### config.mk
export PLATFORM = sky130hd
export DESIGN_NAME = afifo_drain_ctrl_flat
export DESIGN_NICKNAME = d
export VERILOG_FILES = /design/src/rtl/afifo_pkg.sv /design/src/rtl/afifo_drain_ctrl_if.sv /design/src/rtl/skid2.sv /design/src/rtl/afifo_drain_ctrl.sv /design/src/flat_wrapper.sv
export SDC_FILE = /design/constraint.sdc
export NUM_CORES = 1
export LEC_CHECK = 0
export CAP_MARGIN = 30
export CORE_AREA = 2 2 91 93
export CTS_CLUSTER_DIAMETER = 150
export DETAILED_ROUTE_END_ITERATION = 12
export DIE_AREA = 0 0 93 95
export GPL_ROUTABILITY_DRIVEN = 0
export PLACE_DENSITY = 0.74
export SYNTH_ARGS = -nofsm -noshare
export SYNTH_HDL_FRONTEND = slang
export SYNTH_SLANG_ARGS = --single-unit
### constraint.sdc
create_clock -name clk_i -period 3 [get_ports clk_i]
set_input_delay 0.6 -clock clk_i [delete_from_list [all_inputs] [get_ports clk_i]]
set_output_delay 0.6 -clock clk_i [all_outputs]
set_load 0.005 [all_outputs]
### src/rtl/afifo_pkg.sv
// Shared definitions for the asynchronous-FIFO drain controller: default widths
// and the controller state enumeration.
package afifo_pkg;

    localparam int WIDTH_DEF    = 18;
    localparam int LEN_BITS_DEF = 8;

    typedef enum logic [1:0] {
        ST_IDLE  = 2'd0,
        ST_RUN   = 2'd1,
        ST_FLUSH = 2'd2
    } state_e;

endpackage

### src/rtl/afifo_drain_ctrl_if.sv
// Downstream valid/ready word stream leaving the drain controller.
interface afifo_drain_ctrl_if
    import afifo_pkg::*;
#(
    parameter int WIDTH = WIDTH_DEF
);

    logic             m_valid_o;
    logic [WIDTH-1:0] m_data_o;
    logic             m_ready_i;

    modport master (output m_valid_o, output m_data_o, input m_ready_i);
    modport slave  (input m_valid_o, input m_data_o, output m_ready_i);

endinterface

### src/rtl/skid2.sv
// Two-entry in-order skid buffer with fall-through: an arriving word is visible
// on the output in the cycle it arrives when nothing older is stored.
module skid2
    import afifo_pkg::*;
#(
    parameter int WIDTH = WIDTH_DEF
) (
    input  logic             clk_i,
    input  logic             reset_ni,
    input  logic             flush_i,
    input  logic             in_valid_i,
    input  logic [WIDTH-1:0] in_data_i,
    input  logic             out_ready_i,
    output logic             out_valid_o,
    output logic [WIDTH-1:0] out_data_o,
    output logic [1:0]       count_o
);

    logic [WIDTH-1:0] mem_q [2];
    logic             wr_ptr_q;
    logic             rd_ptr_q;
    logic [1:0]       count_q;
    logic             stored;
    logic             pop;
    logic             bypass;
    logic             push;
    logic             pop_stored;

    assign stored      = (count_q != 2'd0);
    assign out_valid_o = stored || in_valid_i;
    assign out_data_o  = stored ? mem_q[rd_ptr_q] : in_data_i;
    assign count_o     = count_q;

    // A word accepted in its arrival cycle never touches the storage.
    assign pop        = out_valid_o && out_ready_i;
    assign bypass     = !stored && in_valid_i && out_ready_i;
    assign push       = in_valid_i && !bypass;
    assign pop_stored = pop && stored;

    always_ff @(posedge clk_i or negedge reset_ni) begin
        if (!reset_ni) begin
            wr_ptr_q <= 1'b0;
            rd_ptr_q <= 1'b0;
            count_q  <= 2'd0;
        end else if (flush_i) begin
            wr_ptr_q <= 1'b0;
            rd_ptr_q <= 1'b0;
            count_q  <= 2'd0;
        end else begin
            if (push)       wr_ptr_q <= ~wr_ptr_q;
            if (pop_stored) rd_ptr_q <= ~rd_ptr_q;
            count_q <= count_q + {1'b0, push} - {1'b0, pop_stored};
        end
    end

    // NOTE: the payload registers carry no reset; count_q alone decides which entries are valid.
    always_ff @(posedge clk_i) begin
        if (push && !flush_i) mem_q[wr_ptr_q] <= in_data_i;
    end

endmodule

### src/rtl/afifo_drain_ctrl.sv
// Drains a fixed-length block of words from the read side of an asynchronous
// FIFO into a valid/ready stream, with abort and completion reporting.
module afifo_drain_ctrl
    import afifo_pkg::*;
#(
    parameter int WIDTH    = WIDTH_DEF,
    parameter int LEN_BITS = LEN_BITS_DEF
) (
    input  logic                clk_i,
    input  logic                reset_ni,
    input  logic                start_i,
    input  logic [LEN_BITS-1:0] len_i,
    input  logic                abort_i,
    input  logic                fifo_empty_i,
    input  logic [WIDTH-1:0]    fifo_rd_data_i,
    output logic                fifo_rd_en_o,
    afifo_drain_ctrl_if.master  m,
    output logic                busy_o,
    output logic                done_o,
    output logic                aborted_o,
    output logic [LEN_BITS-1:0] remain_o
);

    state_e              state_q;
    logic [LEN_BITS-1:0] len_q;
    logic [LEN_BITS-1:0] issued_q;
    logic [LEN_BITS-1:0] remain_q;
    logic                inflight_q;
    logic                done_q;
    logic                aborted_q;

    logic                run;
    logic                m_valid;
    logic                handshake;
    logic                finish;
    logic                abort_take;
    logic                rd_en;
    logic                skid_ready;
    logic                skid_valid;
    logic [WIDTH-1:0]    skid_data;
    logic [1:0]          skid_count;
    logic [1:0]          outstanding;

    assign run        = (state_q == ST_RUN);
    assign m_valid    = run && skid_valid;
    assign handshake  = m_valid && m.m_ready_i;
    assign finish     = run && handshake && (remain_q == LEN_BITS'(1));
    assign abort_take = run && abort_i && !finish;

    // The read strobe must see fifo_empty_i in the same cycle, so it stays combinational.
    assign outstanding = skid_count + {1'b0, inflight_q};
    assign rd_en       = run && !abort_i && !fifo_empty_i &&
                         (issued_q < len_q) && (outstanding < 2'd2);
    assign skid_ready  = m.m_ready_i && run;

    skid2 #(.WIDTH(WIDTH)) u_skid (
        .clk_i       (clk_i),
        .reset_ni    (reset_ni),
        .flush_i     (abort_take),
        .in_valid_i  (inflight_q),
        .in_data_i   (fifo_rd_data_i),
        .out_ready_i (skid_ready),
        .out_valid_o (skid_valid),
        .out_data_o  (skid_data),
        .count_o     (skid_count)
    );

    always_ff @(posedge clk_i or negedge reset_ni) begin
        if (!reset_ni) begin
            state_q    <= ST_IDLE;
            len_q      <= '0;
            issued_q   <= '0;
            remain_q   <= '0;
            inflight_q <= 1'b0;
            done_q     <= 1'b0;
            aborted_q  <= 1'b0;
        end else begin
            // NOTE: non-blocking assignments keep every register reading last cycle's values here.
            done_q     <= 1'b0;
            inflight_q <= rd_en;
            if (rd_en) issued_q <= issued_q + LEN_BITS'(1);
            unique case (state_q)
                ST_IDLE: begin
                    if (start_i && (len_i != '0)) begin
                        state_q   <= ST_RUN;
                        len_q     <= len_i;
                        remain_q  <= len_i;
                        issued_q  <= '0;
                        aborted_q <= 1'b0;
                    end
                end
                ST_RUN: begin
                    if (handshake) remain_q <= remain_q - LEN_BITS'(1);
                    if (finish) begin
                        state_q <= ST_IDLE;
                        done_q  <= 1'b1;
                    end else if (abort_take) begin
                        state_q <= ST_FLUSH;
                    end
                end
                ST_FLUSH: begin
                    // Reads stop in the abort cycle, so at most one cycle is spent here.
                    if (!inflight_q) begin
                        state_q   <= ST_IDLE;
                        done_q    <= 1'b1;
                        aborted_q <= 1'b1;
                    end
                end
                default: state_q <= ST_IDLE;
            endcase
        end
    end

    assign fifo_rd_en_o = rd_en;
    assign m.m_valid_o  = m_valid;
    assign m.m_data_o   = m_valid ? skid_data : '0;
    assign busy_o       = (state_q != ST_IDLE);
    assign done_o       = done_q;
    assign aborted_o    = aborted_q;
    assign remain_o     = remain_q;

endmodule

### src/flat_wrapper.sv
// flat-port wrapper written by rule: the top's interface ports become plain ports
module afifo_drain_ctrl_flat import afifo_pkg::*;
#(
    parameter int WIDTH    = WIDTH_DEF,
    parameter int LEN_BITS = LEN_BITS_DEF
)
  (clk_i, reset_ni, start_i, len_i, abort_i, fifo_empty_i, fifo_rd_data_i, fifo_rd_en_o, busy_o, done_o, aborted_o, remain_o, m_m_valid_o, m_m_data_o, m_m_ready_i);
  afifo_drain_ctrl_if #(.WIDTH(WIDTH)) m_i ();
  input  logic clk_i;
  input  logic reset_ni;
  input  logic start_i;
  input  logic [LEN_BITS-1:0] len_i;
  input  logic abort_i;
  input  logic fifo_empty_i;
  input  logic [WIDTH-1:0] fifo_rd_data_i;
  output logic fifo_rd_en_o;
  output logic busy_o;
  output logic done_o;
  output logic aborted_o;
  output logic [LEN_BITS-1:0] remain_o;
  output wire logic [$bits(m_i.m_valid_o)-1:0] m_m_valid_o;
  output wire logic [$bits(m_i.m_data_o)-1:0] m_m_data_o;
  input wire logic [$bits(m_i.m_ready_i)-1:0] m_m_ready_i;
  assign m_m_valid_o = m_i.m_valid_o;
  assign m_m_data_o = m_i.m_data_o;
  assign m_i.m_ready_i = m_m_ready_i;
  afifo_drain_ctrl #(.WIDTH(WIDTH), .LEN_BITS(LEN_BITS)) u_core (.clk_i(clk_i), .reset_ni(reset_ni), .start_i(start_i), .len_i(len_i), .abort_i(abort_i), .fifo_empty_i(fifo_empty_i), .fifo_rd_data_i(fifo_rd_data_i), .fifo_rd_en_o(fifo_rd_en_o), .m(m_i), .busy_o(busy_o), .done_o(done_o), .aborted_o(aborted_o), .remain_o(remain_o));
endmodule
# After elaboration in Yosys (flattened, before gate mapping)
# Memory sizes are Yosys's and may differ from the RTL's.
# Index checks and enable logic that the tools add are counted.
# word_totals
ff_bits,33
ramBits,36
output_inout_bits,31
memories,1
# memory_table
memory,words,width,read_ports,rd_clocked_by_memory_dff,write_ports,line_no,source
u_core.u_skid.mem_q,2,18,1,0,1,skid2.sv:19,logic [WIDTH-1:0] mem_q [2];
# classes
add_sub_neg,5
order_cmp,2
eq_ne,7
n_mux,26
bitwise_logic,2
n_reduce_logical,37
# ops
operator,n
$mux 8,5
$mux 18,2
$logic_and 1x1->1,18
$pmux 8 s2,1
$reduce_bool 2->1,6
$mux 1,10
$mux 2,5
$reduce_and 3->1,3
$add 8x1->8 const B,1
$eq 8x1->1 const B,1
$lt 8x8->1,1
$reduce_bool 8->1,1
$sub 8x1->8 const B,1
$logic_not 1->1,6
$pmux 2 s3,1
$add 2x1->2,2
$ne 2x2->1 const B,2
$pmux 1 s2,2
$ne 3x3->1 const B,1
$eq 2x1->1 const B,1
$eq 2x2->1 const B,1
$logic_not 2->1,1
$lt 2x2->1 const B,1
$ne 2x1->1 const B,1
other kinds (4),5

# Longest topological paths before layout
# logic_depth
depth_word,12
mapped_depth,11
mapped_depth_nobuf,10

# Modules after synthesis
# From an unflattened synthesis, not the netlist that was laid out.
# hier_totals
cells_unflattened,332
area_unflattened_um2,3597.2
# modules_own_cells
mod,instances,cells_per_inst,area_each_um2,seq_area_each_um2
afifo_drain_ctrl,1,212,1889.3,725.7
skid2,1,120,1707.9,1181.1

# Worst setup path before layout
# OpenSTA, ideal clock, no wires.
# synth_path
kind,register to register
from,register u_core.remain_q[1] (netlist: u_core.remain_o[1])
to,"memory u_core.u_skid.mem_q[1][0] (netlist name), enable pin"
setup_ps,420
arrival_time_ps,2710
required_time_ps,2580
path_slack_ps,-130
stages_incl_launch_ff,6
synth_period_minus_slack_ps,3130
path_cell_list,dfrtp_1 inv_1 ha_1 nor4bb_1 a31oi_1 nor3b_1
# synth_between
elab_chain_len,8
# synth_rtl
element,line_no,source
start: declaration,afifo_drain_ctrl.sv:27,logic [LEN_BITS-1:0] remain_q;
start signal: assignment,afifo_drain_ctrl.sv:87,remain_q <= len_i;
start signal: assignment,afifo_drain_ctrl.sv:93,if (handshake) remain_q <= remain_q - LEN_BITS'(1);
$eq 8x1->1,afifo_drain_ctrl.sv:47,assign finish = run && handshake && (remain_q == LEN_BITS'(1));
$logic_and 1x1->1,afifo_drain_ctrl.sv:47,
$logic_not 1->1,afifo_drain_ctrl.sv:48,assign abort_take = run && abort_i && !finish;
$logic_and 1x1->1,afifo_drain_ctrl.sv:48,
$logic_not 1->1,skid2.sv:58,if (push && !flush_i) mem_q[wr_ptr_q] <= in_data_i;
$logic_and 1x1->1,skid2.sv:58,
$mux 1,skid2.sv:58,
$mux 1 (not written as such),skid2.sv:58,
end: declaration,skid2.sv:19,
# Every way passes these cells.

# Worst setup path in the final report
# layout_path
from,register u_core.issued_q[2]
to,output fifo_rd_en_o
# layout_between
elab_chain_len,3
# layout_rtl
element,line_no,source
start: declaration,afifo_drain_ctrl.sv:26,logic [LEN_BITS-1:0] issued_q;
start signal: assignment,afifo_drain_ctrl.sv:81,if (rd_en) issued_q <= issued_q + LEN_BITS'(1);
$lt 8x8->1,afifo_drain_ctrl.sv:53,(issued_q < len_q) && (outstanding < 2'd2);
$logic_and 1x1->1,afifo_drain_ctrl.sv:52,assign rd_en = run && !abort_i && !fifo_empty_i &&
$logic_and 1x1->1,afifo_drain_ctrl.sv:53,
end: declaration,flat_wrapper.sv:16,output logic fifo_rd_en_o;
# Every way passes these cells.

==> results.toml <==
[status]
status = "completed"

[job]
drv_cap = 0

[logic_synthesis]
syn_area_um2 = 3640
synth_edf_count = 36
ys.flop_type = "edfxtp_1"
ys_ff_latch = 69
netlist.area_leader.share_pct = 29.7
yosysTopAreaCell = "edfxtp_1"
synth_nets = 376
async_flop_share_pct = 47.8
yosys-top-cells-area = "edfxtp_1 30%, dfrtp_1 23%, mux2i_1 7.7%"
yosysSeqAreaShare_pct = 52.4
synth_cell_type_count = 52
synth_area_per_cell_um2 = 11.1
synth_warnings = 0
synth_cells = 329

[worst_hold_path]
min_path_type = "flop to flop"
min_path_cells = 2
worstHoldStart = "u_core.len_q[0]"
hold_end = "u_core.len_q[0]"

[final_layout]
fillCellCount = 683
instances_no_fill = 516
area_growth_pct = 30.8
mostFrequentLayoutCell = "clkdlybuf4s50_1"
fin_area_um2 = 4760
fin_nets = 453
drive_gt1_share_pct = 13.4
seq_area_um2 = 1910
finish.utilization_pct = 60.1
mostFrequentLayoutCells = "61 x clkdlybuf4s50_1, 36 x edfxtp_1, 33 x dfrtp_1"
antennaDiodeCount = 0
multi_input_area_um2 = 1660

[detailed_routing]
routed_wl_um = 8030
drcViolationCount = 0
drt_first_pass_iters = 4
via_per_inst = 5.55
post_drt_wl_per_cell_um = 15.6
postRouteAntennaNets = 0
via_count = 2864
first_iter_violations = 74

[pwr]
leakage_nw = 1.84
seq_power_share_pct = 35.1
p_sw_share_pct = 36.7
clkPwrFrac_pct = 19.2
switchingPower_mw = 1.44
powerDensity_nw_per_um2 = 822
power_frac_comb_pct = 45.7
p_int_mw = 2.48
vdd_ir_drop_max_mv = 0.434

[clocking]
cts_buffers = 9
cts.sinks = 69
htreeDepth = 3
cts_root_buf = "clkbuf_8"
clock_latency_ps = 340
cts_max_path_buffers = 2
clk_pin_slew_worst_paths_ps = 70
cts_tree = "built"

[timing]
min_period_ps = 2910
finalMaxSlewViolations = 0
setup_tns_ps = 0
worst_pin_slew_ps = 635
hold_viol = 0
period_share_pct = 97.1
fin_worst_skew_ps = 7.63
fmax_mhz = 343
finalSetupViolations = 0
finalWorstSetupSlack_ps = 87.0
maxSlewHeadroom_pct = 56.5

[worst_setup_path]
max_stage_delay_ps = 490
rr_worst_depth = 8
crit_start = "u_core.issued_q[2]"
cp.buffers_inverters = 2
r2r-start = "u_core.state_q[1]"
required_ps = 2400
crit_path_end_kind = "output port"
criticalPathCategory = "flop to output port"
slowest_stage = "clkdlybuf4s50_1"
cp.arrival_ps = 2310
crit_top_cell = "a211oi_2"
r2r-end = "u_core.remain_o[5]"
start_kind = "flop"
crit_fanout = 4
ff2ff_setup_slack_ps = 590
crit_path_cell_trace = "ha_1 -> a211oi_2 -> o21ai_2 -> a211oi_2 -> buf_4 -> clkdlybuf4s50_1"
crit_family = "buffers and inverters"

[grt]
overflow = 0
grt_pass1_vias = 2741
grt_first_pass_wirelength_um = 13000
grt_max_degree = 39
grt_antenna_before_repair = 0
grt_usage_pct = 18.9

[placed_design]
dp_hpwl_um = 5430
dpl-instance-area_um2 = 4460
placedCellCount = 495
portBuffers = 62
post-place-ws_ps = 20.1

[floorplanning]
io_pins = 63
num_rows = 33
dieHeight_um = 95
dieArea_um2 = 8840
core_area_um2 = 7930
start_util_pct = 45.9
die_x_um = 93
-- worst max-delay path by stage --
stage,endpoint,slack (ps),cells after the start
floorplan,u_core.u_skid.mem_q[1][0],470,5
global placement,fifo_rd_en_o,80,6
detailed placement,fifo_rd_en_o,20,6
CTS,m_m_data_o[9],20,7
global route,fifo_rd_en_o,-7,6
finish,fifo_rd_en_o,90,6
-- cells in the mapped netlist (4+ instances only) --
cell / count
o21ai_0: 13
dfrtp_1: 33
a221o_1: 4
nand2_1: 28
a211oi_1: 26
inv_1: 18
clkbuf_1: 9
a21oi_1: 6
edfxtp_1: 36
and3_1: 5
ha_1: 15
nand2b_1: 11
mux2i_1: 28
nor3_1: 5
nor2_1: 29
o31ai_1: 5
nor2b_1: 4
-- layer usage --
| layer | global-route usage [%] | vias to the layer above | wire, um |
|---|---|---|---|
| met5 | 0 | - | 0 |
| li1 | - | 1381 | - |
| met3 | 4.39 | 10 | 395 |
| met2 | 33.5 | 83 | 3950 |
| met4 | 4.78 | 0 | 104 |
| met1 | 23.4 | 1390 | 3580 |
-- timing repair --
item                       CTS  global route
setup endpoints to repair    1            19
gates cloned                 0             0
setup buffers                1             4
gates resized for setup      3            13
pin swaps                    0             3
hold buffers                 0             0
-- logic make-up (layout without fill, tap and decap cells) --
kind of cell / after synthesis / count (layout) / share of synthesized area (%)
AND/OR/NAND/NOR: 104 / 104 / 14.7
adder cells (fa/ha/maj): 15 / 15 / 5.15
AO/OA/AOI/OAI: 76 / 76 / 15.2
multiplexers: 28 / 28 / 7.70
buffers and inverters: 33 / 115 / 3.92
XOR/XNOR: 4 / 4 / 0.962
flip-flops: 69 / 69 / 52.4
-- sequential cells by signal, indices dropped and copies added, names as in the netlist --
name	cells
u_core.u_skid.mem_q	36
u_core.issued_q	8
u_core.len_q	8
u_core.remain_o	8
u_core.state_q	2
u_core.u_skid.count_o	2
u_core.aborted_o	1
u_core.done_o	1
u_core.inflight_q	1
u_core.u_skid.rd_ptr_q	1
u_core.u_skid.wr_ptr_q	1
-- power groups by stage --
stage,Sequential [mW],Combinational [mW],Clock [mW]
3_5_place_dp,1.39,1.70,0
2_1_floorplan,1.34,1.10,0
3_3_place_gp,1.38,1.66,0
4_1_cts,1.37,1.74,0.780
5_1_grt,1.40,1.98,0.820
6_report,1.37,1.79,0.753
-- final cells by class --
cell class                      instances  area share, %
Tap cell                              105           2.76
Inverter                               18           1.42
Clock buffer                           10           2.89
Timing Repair Buffer                   81           16.7
Clock inverter                          6           1.31
Sequential cell                        69           40.0
Multi-Input combinational cell        227           34.9
-- worst min-delay path, delay by kind of cell, from the launching register on --
kind	cells	cell delay, ps
flops	1	340
simple gates	2	100
-- through the flow --
stage               power, mW  hold WS [ps]
global placement         3.04           458
detailed placement       3.09           456
global route             4.20           527
floorplan                2.44           304
CTS                      3.89           475
finish                   3.92           469
No activity file was read; power rests on OpenSTA's default activity.
